--- src/rtl/display_pkg.sv ---
// Shared constants and helpers for the display colour pipeline.
// Holds channel count, brightness width/reset value and the gamma curve.
package display_pkg;

  localparam int CHANNELS = 3;
  localparam int BRIGHT_W = 8;
  localparam logic [BRIGHT_W-1:0] BRIGHT_RST = 8'hFF;

  // Quadratic gamma curve: 0 -> 0, max in -> max out, monotonic.
  function automatic int unsigned gamma_entry(
    input int unsigned v,
    input int unsigned bw,
    input int unsigned cw
  );
    longint unsigned vv, mi, mo;
    vv = longint'(v);
    mi = (64'd1 << bw) - 64'd1;
    mo = (64'd1 << cw) - 64'd1;
    return 32'((vv * vv * mo) / (mi * mi));
  endfunction

endpackage

--- src/rtl/display_color_pipeline_if.sv ---
// Pixel stream in / encoded stream out handshake bundle.
// master drives pixels and consumes cpixel; slave is the pipeline.
interface display_color_pipeline_if #(
  parameter int SEGMENTS   = 2,
  parameter int BITWIDTH   = 8,
  parameter int CYCLEWIDTH = 8,
  parameter int CHANNELS   = 3
);

  localparam int IW = SEGMENTS * CHANNELS * BITWIDTH;
  localparam int OW = SEGMENTS * CHANNELS * CYCLEWIDTH;

  logic [IW-1:0] pixel;
  logic          pixel_valid;
  logic          pixel_ready;
  logic [OW-1:0] cpixel;
  logic          cpixel_valid;
  logic          cpixel_ready;

  modport master (
    output pixel,
    output pixel_valid,
    input  pixel_ready,
    input  cpixel,
    input  cpixel_valid,
    output cpixel_ready
  );

  modport slave (
    input  pixel,
    input  pixel_valid,
    output pixel_ready,
    output cpixel,
    output cpixel_valid,
    input  cpixel_ready
  );

endinterface

--- src/rtl/display_gamma_lut.sv ---
// Single-port gamma ROM with registered output and stall enable.
// The output register doubles as the S1 data register of the pipeline.
module display_gamma_lut
  import display_pkg::*;
#(
  parameter int BITWIDTH   = 8,
  parameter int CYCLEWIDTH = 8
) (
  input  logic                  clk,
  input  logic                  en,
  input  logic [BITWIDTH-1:0]   addr,
  output logic [CYCLEWIDTH-1:0] q
);

  localparam int DEPTH = 1 << BITWIDTH;

  logic [CYCLEWIDTH-1:0] rom [DEPTH];

  for (genvar i = 0; i < DEPTH; i++) begin : g_rom
    assign rom[i] = CYCLEWIDTH'(gamma_entry(i, BITWIDTH, CYCLEWIDTH));
  end

  // Registered read, frozen while the pipeline is stalled.
  always_ff @(posedge clk) begin
    if (en) q <= rom[addr];
  end

endmodule

--- src/rtl/display_color_pipeline.sv ---
// Three-stage colour pipeline: channel map, brightness scale, output reg.
// Define DISPLAY_COLOR_GAMMA_EN to replace the linear map with a gamma LUT.
module display_color_pipeline
  import display_pkg::*;
#(
  parameter int SEGMENTS   = 2,
  parameter int BITWIDTH   = 8,
  parameter int CYCLEWIDTH = 8,
  parameter int CHANNELS   = display_pkg::CHANNELS
) (
  input  logic                clk,
  input  logic                rst,
  input  logic [BRIGHT_W-1:0] brightness,
  input  logic                brightness_load,
  display_color_pipeline_if.slave bus
);

  localparam int N  = SEGMENTS * CHANNELS;
  localparam int PW = CYCLEWIDTH + 9;

  logic                               adv;
  logic [BRIGHT_W-1:0]                bri_q;
  logic                               v1, v2, v3;
  logic [BRIGHT_W-1:0]                b1;
  logic [N-1:0][CYCLEWIDTH-1:0]       d1, d2, d3;
  logic [N-1:0][CYCLEWIDTH-1:0]       sc;
  logic [N-1:0][PW-1:0]               prod;

  assign adv             = !v3 || bus.cpixel_ready;
  assign bus.pixel_ready = adv;
  assign bus.cpixel_valid = v3;
  assign bus.cpixel       = d3;

  // Brightness register; loads are taken even while stalled.
  always_ff @(posedge clk) begin
    if (rst)                  bri_q <= BRIGHT_RST;
    else if (brightness_load) bri_q <= brightness;
  end

  // S1 control: valid and the brightness that travels with the beat.
  always_ff @(posedge clk) begin
    if (rst) begin
      v1 <= 1'b0;
      b1 <= BRIGHT_RST;
    end else if (adv) begin
      v1 <= bus.pixel_valid;
      b1 <= bri_q;
    end
  end

`ifdef DISPLAY_COLOR_GAMMA_EN
  for (genvar i = 0; i < N; i++) begin : g_lut
    display_gamma_lut #(
      .BITWIDTH  (BITWIDTH),
      .CYCLEWIDTH(CYCLEWIDTH)
    ) u_lut (
      .clk (clk),
      .en  (adv),
      .addr(bus.pixel[i*BITWIDTH +: BITWIDTH]),
      .q   (d1[i])
    );
  end
`else
  logic [N-1:0][CYCLEWIDTH-1:0] lin;

  // MSB-first replication covers both truncation and widening.
  for (genvar i = 0; i < N; i++) begin : g_lin
    for (genvar k = 0; k < CYCLEWIDTH; k++) begin : g_bit
      assign lin[i][CYCLEWIDTH-1-k] =
        bus.pixel[i*BITWIDTH + BITWIDTH-1 - (k % BITWIDTH)];
    end
  end

  // S1 data: linearly mapped channels.
  always_ff @(posedge clk) begin
    if (rst)      d1 <= '0;
    else if (adv) d1 <= lin;
  end
`endif

  for (genvar i = 0; i < N; i++) begin : g_scale
    assign prod[i] = PW'(d1[i]) * PW'({1'b0, b1} + 9'd1);
    assign sc[i]   = CYCLEWIDTH'(prod[i] >> 8);
  end

  // S2: brightness-scaled channels.
  always_ff @(posedge clk) begin
    if (rst) begin
      v2 <= 1'b0;
      d2 <= '0;
    end else if (adv) begin
      v2 <= v1;
      d2 <= sc;
    end
  end

  // S3: output register, holds while downstream stalls.
  always_ff @(posedge clk) begin
    if (rst) begin
      v3 <= 1'b0;
      d3 <= '0;
    end else if (adv) begin
      v3 <= v2;
      d3 <= d2;
    end
  end

endmodule

--- src/flat_wrapper.sv ---
// flat-port wrapper written by rule: the top's interface ports become plain ports
module display_color_pipeline_flat import display_pkg::*;
#(
  parameter int SEGMENTS   = 2,
  parameter int BITWIDTH   = 8,
  parameter int CYCLEWIDTH = 8,
  parameter int CHANNELS   = display_pkg::CHANNELS
)
  (clk, rst, brightness, brightness_load, bus_pixel, bus_pixel_valid, bus_pixel_ready, bus_cpixel, bus_cpixel_valid, bus_cpixel_ready);
  display_color_pipeline_if #(.SEGMENTS(SEGMENTS), .BITWIDTH(BITWIDTH), .CYCLEWIDTH(CYCLEWIDTH), .CHANNELS(CHANNELS)) bus_i ();
  input  logic clk;
  input  logic rst;
  input  logic [BRIGHT_W-1:0] brightness;
  input  logic brightness_load;
  input wire logic [$bits(bus_i.pixel)-1:0] bus_pixel;
  input wire logic [$bits(bus_i.pixel_valid)-1:0] bus_pixel_valid;
  output wire logic [$bits(bus_i.pixel_ready)-1:0] bus_pixel_ready;
  output wire logic [$bits(bus_i.cpixel)-1:0] bus_cpixel;
  output wire logic [$bits(bus_i.cpixel_valid)-1:0] bus_cpixel_valid;
  input wire logic [$bits(bus_i.cpixel_ready)-1:0] bus_cpixel_ready;
  assign bus_i.pixel = bus_pixel;
  assign bus_i.pixel_valid = bus_pixel_valid;
  assign bus_pixel_ready = bus_i.pixel_ready;
  assign bus_cpixel = bus_i.cpixel;
  assign bus_cpixel_valid = bus_i.cpixel_valid;
  assign bus_i.cpixel_ready = bus_cpixel_ready;
  display_color_pipeline #(.SEGMENTS(SEGMENTS), .BITWIDTH(BITWIDTH), .CYCLEWIDTH(CYCLEWIDTH), .CHANNELS(CHANNELS)) u_core (.clk(clk), .rst(rst), .brightness(brightness), .brightness_load(brightness_load), .bus(bus_i));
endmodule
--- config.mk ---
export PLATFORM = sky130hd
export DESIGN_NAME = display_color_pipeline_flat
export DESIGN_NICKNAME = d
export VERILOG_FILES = /design/src/rtl/display_pkg.sv /design/src/rtl/display_color_pipeline_if.sv /design/src/rtl/display_gamma_lut.sv /design/src/rtl/display_color_pipeline.sv /design/src/flat_wrapper.sv
export SDC_FILE = /design/constraint.sdc
export NUM_CORES = 1
export LEC_CHECK = 0
export BUFFER_PORTS_ARGS = -buffer_cell sky130_fd_sc_hd__buf_2
export CORE_ASPECT_RATIO = 1.1
export CORE_MARGIN = 4
export CORE_UTILIZATION = 37
export CTS_CLUSTER_DIAMETER = 60
export DETAILED_ROUTE_END_ITERATION = 16
export RECOVER_POWER = 25
export SLEW_MARGIN = 10
export SYNTH_ARGS = -nofsm -noshare
export SYNTH_HDL_FRONTEND = slang
export SYNTH_SLANG_ARGS = --single-unit
--- constraint.sdc ---
create_clock -name clk -period 7.8 [get_ports clk]
set_clock_uncertainty 0.05 [all_clocks]
set_input_delay 0 -clock clk [delete_from_list [all_inputs] [get_ports clk]]
set_output_delay 0 -clock clk [all_outputs]
set_load 0.02 [all_outputs]
==> summary.txt <==
Cells and area
  – ANT cells: 0
  – NumNets Final: 2,772
  – Fillers: ~5.0k
  – Commonest non-fill, non-tap cell in the layout: nand2_1
  – Post-Layout Inst Area: around 0.021 mm2
  – Commonest non-fill, non-tap cells in the layout: 349 x nand2_1, 319 x inv_1, 305 x and2_1
  – Share of post-route cells with drive strength above 1: 6.03%
  – Util after Layout: 42.8%
  – Syn-to-layout area delta: 14.5%

Clock tree
  – Setup bufs post-CTS: 0
  – CTS clock-pin slew for the worst setup and hold paths: approximately 0.070 ns
  – Post-cts repair resize count: 0
  – Max Buffers Root-to-Sink: 2
  – Hold_buf cts: 95
  – CTS root buf: clkbuf_16
  – CTS tree: done
  – CTS Sinks: roughly 160
  – Cts bufs inserted: 17
  – Worst skew pair latency: around 0.47 ns
  – H-tree levels: 4

Synthesis
  – Post-synth EDFFs: 0
  – Synth top area share: between 20% and 30%
  – Synthesized net count: between 2k and 3k
  – Synthesis-stage register bit count: roughly 160
  – Synth cell types: between 60 and 70
  – Sequential area share after synthesis: 17.8%
  – Synth area leader: fa_1
  – Synthesized area: 0.0183 mm2
  – Synth Instances: ~2.1k
  – Post-synth ARST share: 0%
  – Yosys Warn Count: 0
  – Post-Syn Area per Cell: about 8.5 um2
  – Main synth FF type: dfxtp_1
  – Area contributors post-synth: fa_1 26%, dfxtp_1 18%, ha_1 13%, and2_1 10%, nand2_1 7.2%

Run
  – Maxcap violations: 0

Placement
  – GPL Wtd Cong: 0.840
  – Post-Place Cell Area: 0.0195 mm2
  – PortBufs: 110
  – Detailed Place HPWL: about 34,000 um

STA
  – Fin crit share: between 70 and 80%
  – Setup_tns: 0 ns
  – RSZ-0062 raised after global routing: false
  – Slew headroom: 44.6%
  – Hold Vio Cnt, Final: 0
  – Max Slew Vio Count: 0
  – Worst-Margin Slew: ~0.83 ns
  – Setup-failing EPs final: 0
  – Final worst path period need: between 6 and 7 ns
  – Fmax: between 0.15 and 0.2 GHz

Setup path
  – R2R setup slack: about 1.8 ns
  – CP Capture Type: flip-flop
  – Worst setup startpoint: u_core.b1[1]
  – Crit path required time: approximately 8.2 ns
  – Arrival @ worst endpoint: approximately 6.4 ns
  – CP max stage cell: xor2_4
  – Crit path cell chain: ha_2 > nand2_1 > nor2_1 > xor2_4 > buf_4 > nand2_1 > fa_1 > inv_1 > fa_1 > fa_1 > inv_1 > fa_1 > inv_1 > ha_1 > and3_1 > nand3_1 > a31oi_1 > a21oi_1 > or4_1 > nand3_1
  – Cell mode on critical path: fa_1
  – Crit Path Class: flip-flop to flip-flop
  – Critical Path Source Type: flip-flop
  – Max incr delay on CP: 0.60 ns
  – Origin of the critical flop-to-flop path: u_core.b1[1]
  – CP Max Fanout: 25

Floorplan
  – Die Width: ~220 um
  – Ports: 111
  – Die Span Y: between 200 and 250 um
  – Rows: 85
  – Full die area: about 0.053 mm2
  – Initial core utilization: between 30% and 40%
  – Core area: 0.0489 mm2

GRT
  – GR Util met1: about 27%
  – Grt total ovfl: 0
  – GR Util met3: under 10%
  – First-pass GRT wire length: roughly 78,000 um
  – GR peak layer: met2
  – Number of global-route vias before repair: around 15k
  – Tot GR Track Use: between 10% and 20%
  – Met2 Use GR: between 20 and 30%
  – Initial antenna violation count: 0
  – Largest net degree at the start of global routing: 76

Route
  – Initial DRC Count: 765
  – Antenna viol nets, final: 0
  – Initial DRT Pass Iterations: 5
  – Vias: between 10k and 15k
  – DR DRC count: 0
  – Routed WL: about 47,000 um
  – Avg WL per Cell: 15.8 um
  – DR vias/cell: between 4 and 5

Power
  – Peak supply drop: approximately 0.00016 V
  – Design Power: roughly 0.0039 W
  – Static Leakage: about 10 nW
  – PD cells: around 180 mW/mm2

Worst hold path
  – Hold/Removal Path Class: primary input to flip-flop
  – Hold Crit Start: bus_cpixel_ready

Outcome
  – Outcome: finished, final reports clean
==> synth_stat cells (all sizes together) (6+ instances only) <==
cell type / instances
xor2: 17
nor3: 9
or4: 6
nand4: 8
a21oi: 138
nor2b: 31
a31oi: 10
dfxtp: 163
xnor2: 36
a211oi: 6
and2: 305
nand2b: 10
or3: 8
nor2: 27
o211ai: 6
a21o: 17
o21ai: 21
clkbuf: 102
nand3: 44
ha: 193
fa: 240
mux2i: 9
and3: 9
buf: 11
inv: 320
nand2: 349
==> final cells by class <==
type	count	area [um2]	share of cell area, %
Multi-Input combinational cell	1548	13500	64.3
Sequential cell	163	3260	15.6
Timing Repair Buffer	228	1630	7.77
Inverter	320	1200	5.74
Tap cell	652	816	3.89
Clock buffer	19	443	2.11
Clock inverter	10	126	0.603
==> critical path, delay by kind of cell, from the launching register on <==
family                     cells  cell delay [ns]
and+or+nand+nor                7             1.26
DFF                            1             0.39
xor gates and xnor gates       1             0.60
buffers and inverters          4             0.55
AOI/OAI and AO/OA              2             0.52
adders and majority gates      6             2.57
==> layer usage <==
layer / routed length, um / up-vias
met5: 0 / -
met4: 795 / 0
met3: 2310 / 43
met2: 20200 / 280
met1: 23200 / 7155
li1: - / 6941
==> state kept, by name, summed over array words and instances (netlist names) <==
name / flops
u_core.bus.cpixel_valid: 1
u_core.d2: 48
u_core.b1: 8
u_core.d1: 48
u_core.bus.cpixel: 48
u_core.v2: 1
u_core.v1: 1
u_core.bri_q: 8
==> cell families (layout without fill, tap and decap cells) <==
logic type / after synthesis / in the layout / share of synthesized area [%]
AND/OR/NAND/NOR: 823 / 823 / 23.0
buffers and inverters: 433 / 577 / 8.90
adder cells (fa/ha/maj): 433 / 433 / 39.5
multiplexers: 9 / 9 / 0.492
AO/OA/AOI/OAI: 230 / 230 / 7.84
flip-flops: 163 / 163 / 17.8
XOR/XNOR: 53 / 53 / 2.54
==> worst paths after layout <==
path	endpoint	depth (start not counted)
worst max-delay path	u_core.d2[30]	20
worst min-delay path	u_core.d1[44]	5
worst max register to register	u_core.d2[30]	20
worst min register to register	u_core.bus.cpixel[25]	2
==> power by group <==
part	switching, W	total, W	internal (W)
registers	0.000131	0.00112	0.000991
logic	0.00111	0.00188	0.000763
clock network	0.000388	0.000867	0.000479
==> metrics by stage <==
step	setup WS (ns)	hold WS [ns]	instances
after global placement	1.87	0.166	2816
after detailed placement	1.78	0.173	2816
final	1.79	0.138	2940
after floorplan	2.41	0.0784	2144
after CTS	1.76	0.106	2940
after global routing	1.46	0.168	2940
Power figures use the tool's default switching activity.
